==> config.mk <==
export PLATFORM = sky130hd
export DESIGN_NAME = pc_unit
export DESIGN_NICKNAME = d
export VERILOG_FILES = /design/src/rtl/pc_unit.sv
export SDC_FILE = /design/constraint.sdc
export NUM_CORES = 1
export LEC_CHECK = 0
export CAP_MARGIN = 20
export CORE_UTILIZATION = 40
export CTS_BUF_LIST = sky130_fd_sc_hd__clkbuf_8
export CTS_CLUSTER_DIAMETER = 50
export DETAILED_ROUTE_END_ITERATION = 8
export PLACE_DENSITY = 0.62
export REMOVE_ABC_BUFFERS = 1
export SETUP_SLACK_MARGIN = 0.15
export SLEW_MARGIN = 40
export SYNTH_ARGS = -nofsm -noshare
export SYNTH_HDL_FRONTEND = slang
export SYNTH_SLANG_ARGS = --single-unit
export TNS_END_PERCENT = 30
==> constraint.sdc <==
create_clock -name CLK -period 3.1 [get_ports CLK]
set_clock_uncertainty 0.15 [all_clocks]
set_input_delay 0.93 -clock CLK [delete_from_list [all_inputs] [get_ports CLK]]
set_output_delay 0.93 -clock CLK [all_outputs]
set_load 0.05 [all_outputs]
==> src/rtl/pc_unit.sv <==
// +--------------------------------------------------------------------------+
// | Module      : pc_unit                                                    |
// | Description : Program counter with branch/jump/call/return sequencing,   |
// |               a bounded return-address stack and an IDLE/RUN/DONE FSM.   |
// | Revision    : 1.0 - initial release                                      |
// +--------------------------------------------------------------------------+
`default_nettype none

module pc_unit #(
  parameter int PC_W    = 10,
  parameter int STACK_D = 4
) (
  input  logic              CLK,
  input  logic              Reset_n,
  input  logic              Start,
  input  logic [PC_W-1:0]   Start_addr,
  input  logic              Halt,
  input  logic              Stall,
  input  logic              Branch_rel,
  input  logic              Branch_taken,
  input  logic              Jump_abs,
  input  logic              Call,
  input  logic              Ret,
  input  logic signed [7:0] Target,
  output logic [PC_W-1:0]   PC,
  output logic              Running,
  output logic              Done,
  output logic              Stack_err
);

  localparam int c_SP_W  = $clog2(STACK_D + 1);
  localparam int c_IDX_W = (STACK_D > 1) ? $clog2(STACK_D) : 1;

  typedef enum logic [1:0] {
    S_IDLE = 2'd0,
    S_RUN  = 2'd1,
    S_DONE = 2'd2
  } state_t;

  state_t              r_state, w_state_nxt;
  logic [PC_W-1:0]     r_pc, w_pc_nxt;
  logic [c_SP_W-1:0]   r_sp, w_sp_nxt;
  logic                r_err, w_err_nxt;
  logic                r_running, r_done;
  logic                w_push;
  logic [PC_W-1:0]     r_stack [0:STACK_D-1];

  logic [PC_W-1:0]     w_tgt_sext, w_tgt_zext, w_pc_inc;
  logic [c_SP_W-1:0]   w_sp_m1;
  logic [c_IDX_W-1:0]  w_push_idx, w_pop_idx;

  assign w_tgt_sext = PC_W'(Target);
  assign w_tgt_zext = PC_W'($unsigned(Target));
  assign w_pc_inc   = r_pc + PC_W'(1);
  assign w_sp_m1    = r_sp - c_SP_W'(1);
  assign w_push_idx = r_sp[c_IDX_W-1:0];
  assign w_pop_idx  = w_sp_m1[c_IDX_W-1:0];

  always_comb begin
    w_state_nxt = r_state;
    w_pc_nxt    = r_pc;
    w_sp_nxt    = r_sp;
    w_err_nxt   = r_err;
    w_push      = 1'b0;
    case (r_state)
      S_IDLE: begin
        if (Start) begin
          w_state_nxt = S_RUN;
          w_pc_nxt    = Start_addr;
          w_sp_nxt    = '0;
        end
      end
      S_RUN: begin
        if (Stall) begin
          // everything frozen
        end else if (Halt) begin
          w_state_nxt = S_DONE;
        end else if (Ret) begin
          if (r_sp == '0) begin
            w_err_nxt   = 1'b1;
            w_state_nxt = S_DONE;
          end else begin
            w_pc_nxt = r_stack[w_pop_idx];
            w_sp_nxt = w_sp_m1;
          end
        end else if (Call) begin
          if (r_sp == c_SP_W'(STACK_D)) begin
            w_err_nxt   = 1'b1;
            w_state_nxt = S_DONE;
          end else begin
            w_push   = 1'b1;
            w_pc_nxt = r_pc + w_tgt_sext;
            w_sp_nxt = r_sp + c_SP_W'(1);
          end
        end else if (Jump_abs) begin
          w_pc_nxt = w_tgt_zext;
        end else if (Branch_rel && Branch_taken) begin
          w_pc_nxt = r_pc + w_tgt_sext;
        end else begin
          w_pc_nxt = w_pc_inc;
        end
      end
      S_DONE: begin
        if (Start) begin
          w_state_nxt = S_RUN;
          w_pc_nxt    = Start_addr;
          w_sp_nxt    = '0;
          w_err_nxt   = 1'b0;
        end
      end
      default: w_state_nxt = S_IDLE;
    endcase
  end

  always_ff @(posedge CLK or negedge Reset_n) begin
    if (!Reset_n) begin
      r_state   <= S_IDLE;
      r_pc      <= '0;
      r_sp      <= '0;
      r_err     <= 1'b0;
      r_running <= 1'b0;
      r_done    <= 1'b0;
    end else begin
      r_state   <= w_state_nxt;
      r_pc      <= w_pc_nxt;
      r_sp      <= w_sp_nxt;
      r_err     <= w_err_nxt;
      r_running <= (w_state_nxt == S_RUN);
      r_done    <= (w_state_nxt == S_DONE);
    end
  end

  // Stack storage needs no reset: the pointer alone defines which entries are live.
  always_ff @(posedge CLK) begin
    if (w_push) begin
      r_stack[w_push_idx] <= w_pc_inc;
    end
  end

  assign PC        = r_pc;
  assign Running   = r_running;
  assign Done      = r_done;
  assign Stack_err = r_err;

endmodule

`default_nettype wire

Word-level counts from Yosys, hierarchy flattened
Memory sizes are Yosys's and may differ from the RTL's.
Index checks and enable logic that the tools add are counted.
{ "totals": {"reg_bits": 18, "mem_bits_rw": 40, "inputBits": 28, "out_inout_bits": 13, "elab_cells": 77, "n_memories": 1} }
{ "mem_list": {"columns": ["memory", "words", "width", "read_ports", "rd_clocked_by_memory_dff", "wr", "line_no", "rtl"], "rows": [
  ["r_stack", 4, 10, 1, 0, 1, "46", "logic [PC_W-1:0] r_stack [0:STACK_D-1];"]
]} }
{ "classes": {"add_sub_neg": 4, "n_eq_ne": 15, "n_mux": 42, "reduce_logical": 9} }
{ "op_table": {"columns": ["cell", "n"], "rows": [
  ["two-way mux 10 bit", 9],
  ["two-way mux 3 bit", 7],
  ["case mux 10 bit (2 select lines)", 1],
  ["two-way mux 1 bit", 15],
  ["!= test 3 bit, second input constant", 5],
  ["two-way mux 2 bit", 7],
  ["AND reduction 7 bit", 2],
  ["adder 10 x 1 -> 10 bit, second input constant", 1],
  ["adder 10 bit", 1],
  ["!= test 2 bit, second input constant", 3],
  ["case mux 3 bit (2 select lines)", 1],
  ["AND reduction 6 bit", 1],
  ["equality test 2 x 1 -> 1 bit, second input constant", 2],
  ["equality test 2 bit, second input constant", 2],
  ["!= test 4 bit, second input constant", 1],
  ["case mux 2 bit (2 select lines)", 1],
  ["nonzero test 2 bit", 2],
  ["adder 3 x 1 -> 3 bit, second input constant", 1],
  ["equality test 3 bit, second input constant", 1],
  ["logical NOT 3 bit", 1],
  ["subtractor 3 x 1 -> 3 bit, second input constant", 1],
  ["logical NOT 2 bit", 1],
  ["!= test 2 x 1 -> 1 bit, second input constant", 1],
  ["case mux 1 bit (2 select lines)", 1],
  ["other kinds (2)", 2]
]} }

Logic depth before layout (Yosys ltp)
{ "logic_depth": {"word_depth": 9, "ltp_mapped": 9, "ltp_nobuf": 8} }

Worst setup path before layout
No wires, ideal clock.
{ "synth_path": {"path_type": "in2reg", "from": "input Target[0]", "to": "register r_pc[6] (netlist: PC[6])", "setup_ps": 78, "t_arrival_ps": 2417, "path_slack_ps": 456, "path_stages": 8, "n_path_buf": 0, "path_cell_list": "ha_1 -> fa_1 -> a21oi_1 -> o21ai_1 -> a21oi_1 -> nand4_1 -> o211a_1 -> a21oi_1"} }
{ "synth_between": {"elab_chain_len": 8} }
{ "synth_lines": {"columns": ["element", "line_no", "rtl"], "rows": [
  ["start, declared", "24", "input logic signed [7:0] Target,"],
  ["adder 10 bit *", "92, 98", null],
  ["two-way mux 10 bit", "97", "end else if (Branch_rel && Branch_taken) begin"],
  ["two-way mux 10 bit", "95", "end else if (Jump_abs) begin"],
  ["two-way mux 10 bit *", "86", "end else if (Call) begin"],
  ["two-way mux 10 bit *", "78", "end else if (Ret) begin"],
  ["two-way mux 10 bit *", "76", "end else if (Halt) begin"],
  ["two-way mux 10 bit *", "74", "if (Stall) begin"],
  ["case mux 10 bit (2 select lines) *", "65", "case (r_state)"],
  ["end signal, assigned", "125", "r_pc <= w_pc_nxt;"],
  ["end, declared", "41", "logic [PC_W-1:0] r_pc, w_pc_nxt;"]
]} }
Every way passes the cells marked *; elsewhere a longest branch is shown, timed or not. The select of a mux whose other input is x is not followed.
A chain may end at the register's enable or synchronous reset.

Worst setup path in the final report
{ "layout_path": {"from": "register r_pc[1] (netlist: PC[1])", "to": "output PC[1]"} }
{ "layout_lines": {"columns": ["element", "line_no", "rtl"], "rows": [
  ["end, declared", "25", "output logic [PC_W-1:0] PC,"]
]} }
No word-level cell between the ends.

==> run_results.csv <==
group,metric,value,unit
setup_path,timing.critical_path.to_type,"output pin",
clock_network,ctsRootBufferMaster,"sky130_fd_sc_hd__clkbuf_8",
timing,unrepaired_setup_endpoints_after_global_routing,"true",
setup_path,timing.critical_path.slowest_stage_cell,"sky130_fd_sc_hd__clkdlybuf4s50_1",
logic_synthesis,yosys_most_used_dff,"sky130_fd_sc_hd__edfxtp_1",
clock_network,post_cts_resized,0,
logic_synthesis,syn-cell-area,3360,um2
clock_network,cts_inserted_buffers,9,
setup_path,rr_startpoint,"r_sp[0]$_DFFE_PN0P_",
timing,clock.fmax,349,MHz
run,cap_violations,0,
finish,final_design_area_no_fill,4380,um2
setup_path,worst_path_fanout_max,9,
setup_path,crit_path_max_incr_delay,0.88,ns
logic_synthesis,ys_ff_latch,58,
setup_path,critical_path_buf_inv_count,1,
power_and_ir_drop,power_report.internal_total,2.42,mW
grt,grtUsageTotal,0.216,
logic_synthesis,synthesis.instances,303,
finish,finish.cell_count_without_fillers,484,
floorplan,die_x,93.6,um
clock_network,cts.path.max_buffers,2,
finish,drive_above_1_share,0.164,
floorplan,fp.dieH,93.6,um
grt,vias_in_the_first_global_route,2684,
power_and_ir_drop,reg_power_frac,0.305,
logic_synthesis,yosysWarnings,0,
finish,top_library_cells_by_usage_in_the_layout_fill_and_taps_aside,"40 x sky130_fd_sc_hd__clkdlybuf4s50_1, 40 x sky130_fd_sc_hd__edfxtp_1, 28 x sky130_fd_sc_hd__buf_4, 27 x sky130_fd_sc_hd__nand2_1, 21 x sky130_fd_sc_hd__a21oi_1",
route,dr.first_iter.drc_count,162,
grt,first_pass_grt_wire_length,13900,um
timing,maxSlewHeadroom,0.657,
finish,antenna-diode-count,0,
route,post-route-drc-count,0,
setup_path,worst_reg_to_reg_cells,8,
power_and_ir_drop,switching_share,0.413,
worst_hold_path,holdCritStartpoint,"r_state[1]$_DFF_PN0_",
floorplan,die-area,8760,um2
setup_path,r2r_setup_slack,0.66,ns
setup_path,worst_ep_arrival_time,1.79,ns
clock_network,cts.repair_timing.setup_buffer_count,0,
floorplan,design.portCount,41,
route,routed_wire_per_std_cell,17.8,um
finish,final_net_count,419,
worst_hold_path,worstHoldPathType,"register to register",
logic_synthesis,edff_count_synth,40,
placed_design,post_dp_cell_area,4150,um2
setup_path,critical_path_cell_count,1,
clock_network,cts.sinks,58,
power_and_ir_drop,pwr-share-clk,0.200,
setup_path,list_of_cells_traversed_by_the_critical_path,"clkdlybuf4s50_1",
setup_path,endpoint_of_the_lowest_slack_register_to_register_path,"PC[9]$_DFFE_PN0P_",
grt,antenna_found_initial,0,
timing,setup_tns,0,ns
placed_design,post-dp-hpwl,6440,um
power_and_ir_drop,power.net_switching,1.70,mW
placed_design,portBuffers,40,
logic_synthesis,synth.lib_cells_used.distinct,54,
floorplan,rows,33,
floorplan,start_util,0.410,
logic_synthesis,synth-seq-area-share,0.492,
setup_path,worstSetupEndpoint,"PC[1]",
timing,finalSetupViolCount,0,
logic_synthesis,ys_async_sr_fraction,0.310,
logic_synthesis,synthesized_area_per_cell,11.1,um2
logic_synthesis,synth_top_cell_area_share,0.358,
placed_design,dp_cells,469,
power_and_ir_drop,leakage,1.69,nW
route,route.vias.total,2742,
clock_network,cts_tree,"done",
timing,hold_viol,0,
timing,fin_crit_sh,0.925,
grt,maximum_number_of_pins_on_one_net_before_global_route_repair,21,
timing,timing.final.max_slew_violations,0,
clock_network,clock_pin_slew_worst_setup_and_hold_paths,0.07,ns
timing,worst_slew_pin_slew,0.512,ns
setup_path,required,2.02,ns
logic_synthesis,synth_top_cell_by_area,"sky130_fd_sc_hd__edfxtp_1",
grt,grt.overflow.total,0,
finish,area.growth.synth_to_final,30.6,%
power_and_ir_drop,design_power_total,4.13,mW
setup_path,cp_top_family,"buffers and inverters",
placed_design,routabilityCongestion,0.936,
route,final_antenna_net_count,0,
timing,timing.final.crit_period,2.87,ns
route,drt-total-wl,8620,um
run_status,status,"finished clean",
clock_network,htree_num_levels,3,
logic_synthesis,yosys-top-cells-area,"sky130_fd_sc_hd__edfxtp_1 36%, sky130_fd_sc_hd__dfrtp_1 13%, sky130_fd_sc_hd__mux4_2 6.7%, sky130_fd_sc_hd__ha_1 5.6%, sky130_fd_sc_hd__a21oi_1 3.3%",
power_and_ir_drop,power_per_cell_area,941,nW/um2
floorplan,floorplan.core_area,8180,um2
route,drt_pre_antenna_iters,5,
timing,timing.hold.ws,0.387,ns
setup_path,startpoint_of_the_most_critical_setup_path,"PC[1]$_DFFE_PN0P_",
clock_network,ctsHoldBuffers,0,
power_and_ir_drop,comb_power_share,0.495,
setup_path,startpoint_type,"register",
setup_path,setup.worst_path.class,"register to output pin",
power_and_ir_drop,highest_ir_drop_seen_on_vdd,338,uV
route,avgViaCountPerCell,5.67,
clock_network,clk_latency,0.33,ns
==> cell families (layout without fill, tap and decap cells) <==
logic type      after synthesis  count (layout)  synth area share
simple gates                 93              93             0.141
compound gates               84              84             0.159
xor+xnor                     13              13            0.0362
mux                          14              14            0.0794
buf+inv                      25             101            0.0302
fa+ha+maj                    16              16            0.0619
flops                        58              58             0.492
==> cells in the mapped netlist (all sizes together), types with 3 or more instances <==
library cell / n
dfrtp: 18
clkbuf: 5
xnor2: 10
nor3: 5
nand2: 27
a21oi: 23
buf: 7
nand3: 9
xor2: 3
mux4: 10
o221ai: 3
o21ai: 19
ha: 15
inv: 13
and3: 4
mux2i: 3
nand2b: 8
a22oi: 3
a31oi: 9
and4: 4
o22ai: 3
and2: 5
edfxtp: 40
nor2: 17
nand4: 4
a211oi: 3
nor2b: 4
==> metrics by stage <==
stage          setup slack, ns   util
2_1_floorplan            0.271      -
3_3_place_gp            -0.108  0.507
3_5_place_dp            -0.165  0.507
4_1_cts                  0.197  0.535
5_1_grt                  0.105  0.536
6_report                 0.233  0.536
==> power groups by stage <==
stage	combinational [mW]	clock [mW]	sequential, mW
after floorplan	0.995	0	1.52
after CTS	2.03	0.838	1.25
final	2.04	0.826	1.26
after global routing	2.24	0.875	1.27
after global placement	1.99	0	1.26
after detailed placement	2.02	0	1.27
==> area by class of cell <==
| type | instances | area, um2 |
|---|---|---|
| fill | 715 | 3790 |
| sequential | 58 | 1650 |
| multi-input combinational | 220 | 1610 |
| timing repair buffer | 73 | 711 |
| tap | 105 | 131 |
| clock buffer | 9 | 124 |
| clock inverter | 6 | 106 |
| inverter | 13 | 48.8 |
==> metal layers <==
metal,vias to the layer above,share of wire,global-route usage
met1,1324,0.46,0.295
met4,0,0.024,0.0846
li1,1299,-,-
met2,106,0.46,0.333
met5,-,0,0
met3,13,0.063,0.0480
==> worst min-delay path by stage <==
stage | to | cells after the start
after global routing | Stack_err$_DFFE_PN0P_ | 1
final | Stack_err$_DFFE_PN0P_ | 1
after CTS | Stack_err$_DFFE_PN0P_ | 1
after global placement | Stack_err$_DFFE_PN0P_ | 1
after floorplan | Stack_err$_DFFE_PN0P_ | 1
after detailed placement | Stack_err$_DFFE_PN0P_ | 1
==> flip-flops by register name (all words and copies together), names as in the netlist <==
| name | cells |
|---|---|
| Stack_err | 1 |
| r_sp | 3 |
| r_stack | 40 |
| Running | 1 |
| PC | 10 |
| Done | 1 |
| r_state | 2 |
Power figures use the tool's default switching activity.
